**src/rtl/write_resp_xbar_if.sv**
```systemverilog
// Bundle of the bank-side and requester-side write response channels.
// Handshake: a channel transfers on the rising edge where vld && rdy are both
// high; the sender holds vld and payload stable until that edge.
interface write_resp_xbar_if #(
  parameter int W_REQ_NUM          = 8,
  parameter int SRC_WIDTH          = $clog2(W_REQ_NUM),
  parameter int TXNID_WIDTH        = 8,
  parameter int SIDEBAND_WIDTH     = 4,
  parameter int DB_ENTRY_IDX_WIDTH = 4
);
  logic [3:0]                                bank_resp_vld;
  logic [3:0]                                bank_resp_rdy;
  logic [3:0][SRC_WIDTH-1:0]                 bank_resp_src;
  logic [3:0][TXNID_WIDTH-1:0]               bank_resp_txnid;
  logic [3:0][SIDEBAND_WIDTH-1:0]            bank_resp_sideband;
  logic [3:0][DB_ENTRY_IDX_WIDTH-1:0]        bank_resp_db_idx;
  logic [W_REQ_NUM-1:0]                      wr_resp_vld;
  logic [W_REQ_NUM-1:0]                      wr_resp_rdy;
  logic [W_REQ_NUM-1:0][TXNID_WIDTH-1:0]     wr_resp_txnid;
  logic [W_REQ_NUM-1:0][SIDEBAND_WIDTH-1:0]  wr_resp_sideband;
  logic [3:0]                                dealloc_vld;
  logic [3:0][DB_ENTRY_IDX_WIDTH-1:0]        dealloc_idx;
  logic                                      err_src;

  // Environment side: banks, requesters and the WDB allocator.
  modport master (
    output bank_resp_vld, bank_resp_src, bank_resp_txnid, bank_resp_sideband,
           bank_resp_db_idx, wr_resp_rdy,
    input  bank_resp_rdy, wr_resp_vld, wr_resp_txnid, wr_resp_sideband,
           dealloc_vld, dealloc_idx, err_src
  );

  // Crossbar side.
  modport slave (
    input  bank_resp_vld, bank_resp_src, bank_resp_txnid, bank_resp_sideband,
           bank_resp_db_idx, wr_resp_rdy,
    output bank_resp_rdy, wr_resp_vld, wr_resp_txnid, wr_resp_sideband,
           dealloc_vld, dealloc_idx, err_src
  );
endinterface

```
**src/rtl/write_resp_xbar.sv**
```systemverilog
// Write response return crossbar: 4 banks -> W_REQ_NUM requesters.
// Each bank has a 2-entry FIFO; each requester has a 1-entry output register
// fed by a round-robin pick among the bank FIFO heads addressed to it.
// Popping a head frees its WDB entry through a same-cycle dealloc pulse.
module write_resp_xbar #(
  parameter int W_REQ_NUM          = 8,
  parameter int SRC_WIDTH          = $clog2(W_REQ_NUM),
  parameter int FIFO_DEPTH         = 2,
  parameter int TXNID_WIDTH        = 8,
  parameter int SIDEBAND_WIDTH     = 4,
  parameter int DB_ENTRY_IDX_WIDTH = 4
) (
  input  logic             clk,
  input  logic             rst,
  write_resp_xbar_if.slave bus
);
  localparam int NB = 4;

  typedef struct packed {
    logic [SRC_WIDTH-1:0]          src;
    logic [TXNID_WIDTH-1:0]        txnid;
    logic [SIDEBAND_WIDTH-1:0]     sideband;
    logic [DB_ENTRY_IDX_WIDTH-1:0] db_idx;
  } entry_t;

  entry_t                  mem_q [NB][2];
  logic [NB-1:0]           wr_ptr_q, rd_ptr_q;
  logic [NB-1:0][1:0]      cnt_q;
  entry_t                  head [NB];
  entry_t                  entry_in [NB];
  logic [NB-1:0]           nonempty, head_bad, rdy, push, pop;

  logic [W_REQ_NUM-1:0]                      vld_q;
  logic [W_REQ_NUM-1:0][TXNID_WIDTH-1:0]     txnid_q;
  logic [W_REQ_NUM-1:0][SIDEBAND_WIDTH-1:0]  sb_q;
  logic [W_REQ_NUM-1:0][1:0]                 ptr_q;
  logic                                      err_q;

  logic [W_REQ_NUM-1:0]                      load_en, gnt_any, take;
  logic [W_REQ_NUM-1:0][1:0]                 gnt_bank;
  logic [W_REQ_NUM-1:0][NB-1:0]              req;

  // FIFO heads, ready flags and classification of each head.
  always_comb begin
    for (int b = 0; b < NB; b++) begin
      head[b]     = mem_q[b][rd_ptr_q[b]];
      entry_in[b] = '{src:      bus.bank_resp_src[b],
                      txnid:    bus.bank_resp_txnid[b],
                      sideband: bus.bank_resp_sideband[b],
                      db_idx:   bus.bank_resp_db_idx[b]};
      nonempty[b] = (cnt_q[b] != 2'd0);
      rdy[b]      = (cnt_q[b] < 2'(FIFO_DEPTH));
      push[b]     = bus.bank_resp_vld[b] && rdy[b];
      head_bad[b] = nonempty[b] &&
                    ({1'b0, head[b].src} >= (SRC_WIDTH+1)'(W_REQ_NUM));
    end
  end

  // Per-requester request vectors and round-robin grant from ptr_q upward.
  always_comb begin
    logic [1:0] idx;
    idx      = '0;
    req      = '0;
    gnt_any  = '0;
    gnt_bank = '0;
    for (int r = 0; r < W_REQ_NUM; r++) begin
      load_en[r] = !vld_q[r] || bus.wr_resp_rdy[r];
      for (int b = 0; b < NB; b++)
        req[r][b] = nonempty[b] && (head[b].src == SRC_WIDTH'(r));
      for (int k = 0; k < NB; k++) begin
        idx = ptr_q[r] + 2'(k);
        if (!gnt_any[r] && req[r][idx]) begin
          gnt_any[r]  = 1'b1;
          gnt_bank[r] = idx;
        end
      end
      take[r] = gnt_any[r] && load_en[r];
    end
  end

  // A head pops when its requester takes it, or immediately if its src is out of range.
  always_comb begin
    pop = head_bad;
    for (int r = 0; r < W_REQ_NUM; r++)
      for (int b = 0; b < NB; b++)
        if (take[r] && gnt_bank[r] == 2'(b)) pop[b] = 1'b1;
  end

  // Bank FIFO storage, pointers and occupancy.
  always_ff @(posedge clk) begin
    if (rst) begin
      wr_ptr_q <= '0;
      rd_ptr_q <= '0;
      cnt_q    <= '0;
    end else begin
      for (int b = 0; b < NB; b++) begin
        if (push[b]) begin
          mem_q[b][wr_ptr_q[b]] <= entry_in[b];
          wr_ptr_q[b]           <= ~wr_ptr_q[b];
        end
        if (pop[b]) rd_ptr_q[b] <= ~rd_ptr_q[b];
        case ({push[b], pop[b]})
          2'b10:   cnt_q[b] <= cnt_q[b] + 2'd1;
          2'b01:   cnt_q[b] <= cnt_q[b] - 2'd1;
          default: cnt_q[b] <= cnt_q[b];
        endcase
      end
    end
  end

  // Requester output registers, round-robin pointers and sticky bad-src flag.
  always_ff @(posedge clk) begin
    if (rst) begin
      vld_q   <= '0;
      txnid_q <= '0;
      sb_q    <= '0;
      ptr_q   <= '0;
      err_q   <= 1'b0;
    end else begin
      for (int r = 0; r < W_REQ_NUM; r++) begin
        if (load_en[r]) begin
          vld_q[r] <= gnt_any[r];
          if (gnt_any[r]) begin
            txnid_q[r] <= head[gnt_bank[r]].txnid;
            sb_q[r]    <= head[gnt_bank[r]].sideband;
            ptr_q[r]   <= gnt_bank[r] + 2'd1;
          end
        end
      end
      if (|head_bad) err_q <= 1'b1;
    end
  end

  // Outputs; dealloc is suppressed while rst is high so discarded entries are never freed twice.
  always_comb begin
    for (int b = 0; b < NB; b++) begin
      bus.dealloc_vld[b] = pop[b] && !rst;
      bus.dealloc_idx[b] = (pop[b] && !rst) ? head[b].db_idx : '0;
    end
  end

  assign bus.bank_resp_rdy    = rdy;
  assign bus.wr_resp_vld      = vld_q;
  assign bus.wr_resp_txnid    = txnid_q;
  assign bus.wr_resp_sideband = sb_q;
  assign bus.err_src          = err_q;
endmodule

```
**src/flat_wrapper.sv**
```systemverilog
// flat-port wrapper written by rule: the top's interface ports become plain ports
module write_resp_xbar_flat 
#(
  parameter int W_REQ_NUM          = 8,
  parameter int SRC_WIDTH          = $clog2(W_REQ_NUM),
  parameter int FIFO_DEPTH         = 2,
  parameter int TXNID_WIDTH        = 8,
  parameter int SIDEBAND_WIDTH     = 4,
  parameter int DB_ENTRY_IDX_WIDTH = 4
)
  (clk, rst, bus_bank_resp_vld, bus_bank_resp_src, bus_bank_resp_txnid, bus_bank_resp_sideband, bus_bank_resp_db_idx, bus_wr_resp_rdy, bus_bank_resp_rdy, bus_wr_resp_vld, bus_wr_resp_txnid, bus_wr_resp_sideband, bus_dealloc_vld, bus_dealloc_idx, bus_err_src);
  write_resp_xbar_if #(.W_REQ_NUM(W_REQ_NUM), .SRC_WIDTH(SRC_WIDTH), .TXNID_WIDTH(TXNID_WIDTH), .SIDEBAND_WIDTH(SIDEBAND_WIDTH), .DB_ENTRY_IDX_WIDTH(DB_ENTRY_IDX_WIDTH)) bus_i ();
  input  logic clk;
  input  logic rst;
  input wire logic [$bits(bus_i.bank_resp_vld)-1:0] bus_bank_resp_vld;
  input wire logic [$bits(bus_i.bank_resp_src)-1:0] bus_bank_resp_src;
  input wire logic [$bits(bus_i.bank_resp_txnid)-1:0] bus_bank_resp_txnid;
  input wire logic [$bits(bus_i.bank_resp_sideband)-1:0] bus_bank_resp_sideband;
  input wire logic [$bits(bus_i.bank_resp_db_idx)-1:0] bus_bank_resp_db_idx;
  input wire logic [$bits(bus_i.wr_resp_rdy)-1:0] bus_wr_resp_rdy;
  output wire logic [$bits(bus_i.bank_resp_rdy)-1:0] bus_bank_resp_rdy;
  output wire logic [$bits(bus_i.wr_resp_vld)-1:0] bus_wr_resp_vld;
  output wire logic [$bits(bus_i.wr_resp_txnid)-1:0] bus_wr_resp_txnid;
  output wire logic [$bits(bus_i.wr_resp_sideband)-1:0] bus_wr_resp_sideband;
  output wire logic [$bits(bus_i.dealloc_vld)-1:0] bus_dealloc_vld;
  output wire logic [$bits(bus_i.dealloc_idx)-1:0] bus_dealloc_idx;
  output wire logic [$bits(bus_i.err_src)-1:0] bus_err_src;
  assign bus_i.bank_resp_vld = bus_bank_resp_vld;
  assign bus_i.bank_resp_src = bus_bank_resp_src;
  assign bus_i.bank_resp_txnid = bus_bank_resp_txnid;
  assign bus_i.bank_resp_sideband = bus_bank_resp_sideband;
  assign bus_i.bank_resp_db_idx = bus_bank_resp_db_idx;
  assign bus_i.wr_resp_rdy = bus_wr_resp_rdy;
  assign bus_bank_resp_rdy = bus_i.bank_resp_rdy;
  assign bus_wr_resp_vld = bus_i.wr_resp_vld;
  assign bus_wr_resp_txnid = bus_i.wr_resp_txnid;
  assign bus_wr_resp_sideband = bus_i.wr_resp_sideband;
  assign bus_dealloc_vld = bus_i.dealloc_vld;
  assign bus_dealloc_idx = bus_i.dealloc_idx;
  assign bus_err_src = bus_i.err_src;
  write_resp_xbar #(.W_REQ_NUM(W_REQ_NUM), .SRC_WIDTH(SRC_WIDTH), .FIFO_DEPTH(FIFO_DEPTH), .TXNID_WIDTH(TXNID_WIDTH), .SIDEBAND_WIDTH(SIDEBAND_WIDTH), .DB_ENTRY_IDX_WIDTH(DB_ENTRY_IDX_WIDTH)) u_core (.clk(clk), .rst(rst), .bus(bus_i));
endmodule
```
**config.mk**
```make
export PLATFORM = sky130hd
export DESIGN_NAME = write_resp_xbar_flat
export DESIGN_NICKNAME = d
export VERILOG_FILES = /design/src/rtl/write_resp_xbar_if.sv /design/src/rtl/write_resp_xbar.sv /design/src/flat_wrapper.sv
export SDC_FILE = /design/constraint.sdc
export NUM_CORES = 1
export LEC_CHECK = 0
export ABC_AREA = 1
export BUFFER_PORTS_ARGS = -buffer_cell sky130_fd_sc_hd__buf_2
export CAP_MARGIN = 15
export CORE_ASPECT_RATIO = 1.5
export CORE_UTILIZATION = 53
export DETAILED_ROUTE_END_ITERATION = 7
export PLACE_DENSITY = 0.74
export SETUP_SLACK_MARGIN = 0.4
export SYNTH_ARGS = -nofsm -noshare
export SYNTH_HDL_FRONTEND = slang
export SYNTH_SLANG_ARGS = --single-unit
```
**constraint.sdc**
```tcl
create_clock -name clk -period 7.96 [get_ports clk]
set_clock_uncertainty 0.05 [all_clocks]
set_input_delay 1.194 -clock clk [delete_from_list [all_inputs] [get_ports clk]]
set_output_delay 1.194 -clock clk [all_outputs]
set_load 0.05 [all_outputs]
```
==> parameters.txt <==
Parameter                              Value

Setup path
  Worst setup path category ... register to output pin
  Kind of launch point of the worst setup path ... register
  Number of buffers and inverters on the critical path ... 6
  Critical Path End Type ... output pin
  Critical path peak fanout ... 23
  Register-to-register setup slack ... 2750 ps
  Crit-path slowest cell ... dfxtp_1
  Critical path required time ... 6720 ps
  Chain of cells forming the critical path ... inv_2, nand2_1, nand2_1, nand2_1, nor2_1, nand2_1, nand2_1, o21ai_2, nand4_1, o21ai_2, inv_2, ha_1, inv_1, o21ai_0, inv_1, nand2_1, nor2_1, inv_2, nand2_2, nor2_1, buf_2
  Largest incremental delay on the critical path ... 960 ps
  Crit path arrival time ... 5220 ps
  Crit-path leading delay family ... simple AND/OR/NAND/NOR gates
  Most frequent cell on the critical path ... nand2_1

Floorplanning
  Core outline area ... 31000 sq um
  Area enclosed by the die boundary ... 32300 sq um
  Initial cell density of the core ... 53.9%
  Num ports ... 219
  Num rows ... 79
  Die outline width ... 147 um
  Die outline height ... 220 um

Clocking
  Master cell of the clock root buffer ... clkbuf_16
  Quantity of gates resized following cts ... 0
  Clock latency on the worst-skew pair ... 580 ps
  Maximum number of buffers from clock root to sink ... 3
  Num CTS Buffers ... 28
  Number of buffers added to fix hold violations after cts ... 0
  Clk slew on worst S/H paths ... 70 ps
  Total clock sinks ... 288
  CTS tree ... yes
  H-tree depth reported by CTS ... 1
  Post-CTS Repair Setup Buffers ... 0

STA
  Achievable frequency ... 155 MHz
  Fin crit share ... 81.2%
  Time the worst path needs with I/O delays and setup ... 6460 ps
  Number of failing setup endpoints in the final timing report ... 0
  Slew at the pin closest to its max-slew limit ... 1380 ps
  Final setup TNS ... 0 ps
  Max-slew violation count ... 0
  Unrepaired setup endpoints after global routing ... no
  Final Hold Viols ... 0
  Max-Slew Margin vs Limit ... 7.31%

Yosys
  Mean post-synth cell area ... 7.40 sq um
  Cell count after synthesis ... 2263
  Portion of the post-synthesis area used by sequential elements ... 43.5%
  Number of nets produced by synthesis ... 2381
  Flip-flop and latch count after synthesis ... 288
  Area fraction of the dominant cell type after synthesis ... 27.3%
  Number of warnings reported in the yosys synthesis log ... 0
  Cell types with the largest area share after synthesis ... edfxtp_1 (27%), dfxtp_1 (16%), nand2_1 (14%)
  Synth area leader ... edfxtp_1
  Library cells used by synthesis ... 44
  Summed instance area of the synthesized netlist ... 16700 sq um

Flow run
  Max-cap viol count ... 0

Finish
  Area growth from synthesis to layout ... 14.0%
  Fraction of final layout cells with drive strength greater than 1 ... 17.2%
  Ant diodes ... 0
  Total non-filler cell area in the finished layout ... 19100 sq um
  Nets ... 2574

Global route
  Vias in the first global route ... 14847
  Number of antenna violations at the first check in global routing ... 0
  Total congestion overflow after global routing ... 0
  Global router's overall resource usage ... 35.0%
  Maximum number of pins on one net before global-route repair ... 64
  First-pass GRT wire length ... 85300 um

Route
  Drc violations ... 0
  Detailed Route Iter0 Violations ... 1565
  Total via count after detailed routing ... 16420
  WL met2 ... 26100 um
  Via density ... 5.70
  Drt wl/cell ... 19.8 um
  First drt pass iteration count ... 6
  Met1 Wirelength ... 21500 um
  Topmost layer with routed signal wires ... met4
  Remaining antenna violation count ... 0
  Met3 WL post-DR ... 5410 um
  Sum of routed wire length over all layers ... 57000 um

Min path
  Class of the worst hold path ... register to register

Place
  IO buf count ... 217
  DP Wirelength ... 40400 um
  Final estimated routing congestion in global placement ... 1.01
  Cell area reported after detailed placement ... 18100 sq um

Outcome
  Status ... completed
## layout make-up
cell class                 instances  area, sq um
multi-input combinational       1643         8030
tap                              405          507
fill                            2824        12000
inverter                         230          863
sequential                       288         7290
clock buffer                      30          729
timing repair buffer             265         1450
clock inverter                    22          215
## worst register-to-register path, cell delays in order, from the launching register on
cell	delay [ps]
dfxtp_1	960
inv_2	310
nand2_1	130
nand2_1	80
nand2_1	90
nor2_1	100
nand2_1	90
nand2_1	90
o21ai_2	280
nand4_1	210
o21ai_2	590
inv_2	280
ha_1	260
inv_1	110
o21ai_0	140
inv_1	80
nand2_1	60
nor2_1	290
inv_2	100
ha_1	350
a21oi_1	110
o21ai_0	100
o21ai_0	160
a21oi_1	50
## metrics by stage
step	cells	util (%)	setup WS, ps	hold WS (ps)
after floorplan	2263	-	3650	390
after global placement	2827	58.3	2180	398
after detailed placement	2827	58.3	2160	406
after CTS	2879	61.4	1530	414
after global routing	2883	61.5	1090	445
final	2883	61.5	1500	420
## flip-flops by register name (all words and copies together), names as in the netlist
signal,count
u_core.bus.wr_resp_sideband,32
u_core.bus.wr_resp_txnid,64
u_core.bus.wr_resp_vld,8
u_core.cnt_q,8
u_core.mem_q,152
u_core.ptr_q,16
u_core.rd_ptr_q,4
u_core.wr_ptr_q,4
## Yosys cell counts, drive strengths merged
library cell	instances
nor2	244
o211ai	59
o21ai	110
o21a	1
a211oi	2
a31oi	6
mux2i	26
nor3	9
clkinv	5
a21boi	2
a21oi	76
xor2	5
or2	32
xnor2	6
edfxtp	152
ha	28
buf	72
nand2	632
clkbuf	30
inv	225
dfxtp	136
nand4	21
conb	1
and2	4
nand3	379
## cells by family (layout without fill, tap and decap cells)
kind of cell,Yosys count,in the layout,synth area share [%]
and+or+nand+nor,1321,1321,34.6
buffers and inverters,332,547,8.69
DFF,288,288,43.5
AOI/OAI and AO/OA,256,256,8.90
adders and majority gates,28,28,2.09
muxes,26,26,1.55
xor gates and xnor gates,11,11,0.576
other,1,1,0.0224
## metal layers
metal,up-vias,track usage [%]
li1,7865,-
met1,7522,43.0
met2,832,56.0
met3,201,7.41
met4,0,22.1
met5,-,0
## worst paths after layout
| kind | depth (start not counted) | to | startpoint |
|---|---|---|---|
| worst max-delay path | 21 | bus_dealloc_idx[7] | u_core.rd_ptr_q[1]$_SDFFE_PP0P_ |
| worst min-delay path | 2 | u_core.wr_ptr_q[1]$_SDFFE_PP0P_ | u_core.wr_ptr_q[1]$_SDFFE_PP0P_ |
| worst max register to register | 23 | u_core.cnt_q[3]$_SDFFE_PP0P_ | u_core.rd_ptr_q[1]$_SDFFE_PP0P_ |
| worst min register to register | 2 | u_core.wr_ptr_q[1]$_SDFFE_PP0P_ | u_core.wr_ptr_q[1]$_SDFFE_PP0P_ |
## layout by cell type, fill, tap and decap left out, types with 8 or more instances in the layout
| cell type | Yosys | layout |
|---|---|---|
| o21ai_0 | 91 | 71 |
| inv_1 | 206 | 206 |
| or2_2 | 30 | 30 |
| o21ai_1 | 13 | 32 |
| nand3_1 | 370 | 370 |
| inv_2 | 19 | 19 |
| ha_1 | 28 | 28 |
| buf_2 | 41 | 216 |
| buf_4 | 15 | 49 |
| nand2_1 | 610 | 610 |
| nand2_2 | 18 | 18 |
| mux2i_1 | 26 | 23 |
| nor2_1 | 232 | 232 |
| edfxtp_1 | 152 | 152 |
| clkinv_1 | 5 | 8 |
| nand4_1 | 18 | 18 |
| a21oi_1 | 73 | 73 |
| dfxtp_1 | 136 | 136 |
| o211ai_1 | 59 | 59 |
| clkbuf_16 | 0 | 29 |
Power is not shown: default switching activity piles up to over one toggle a cycle in this logic, so the estimate is an artifact.
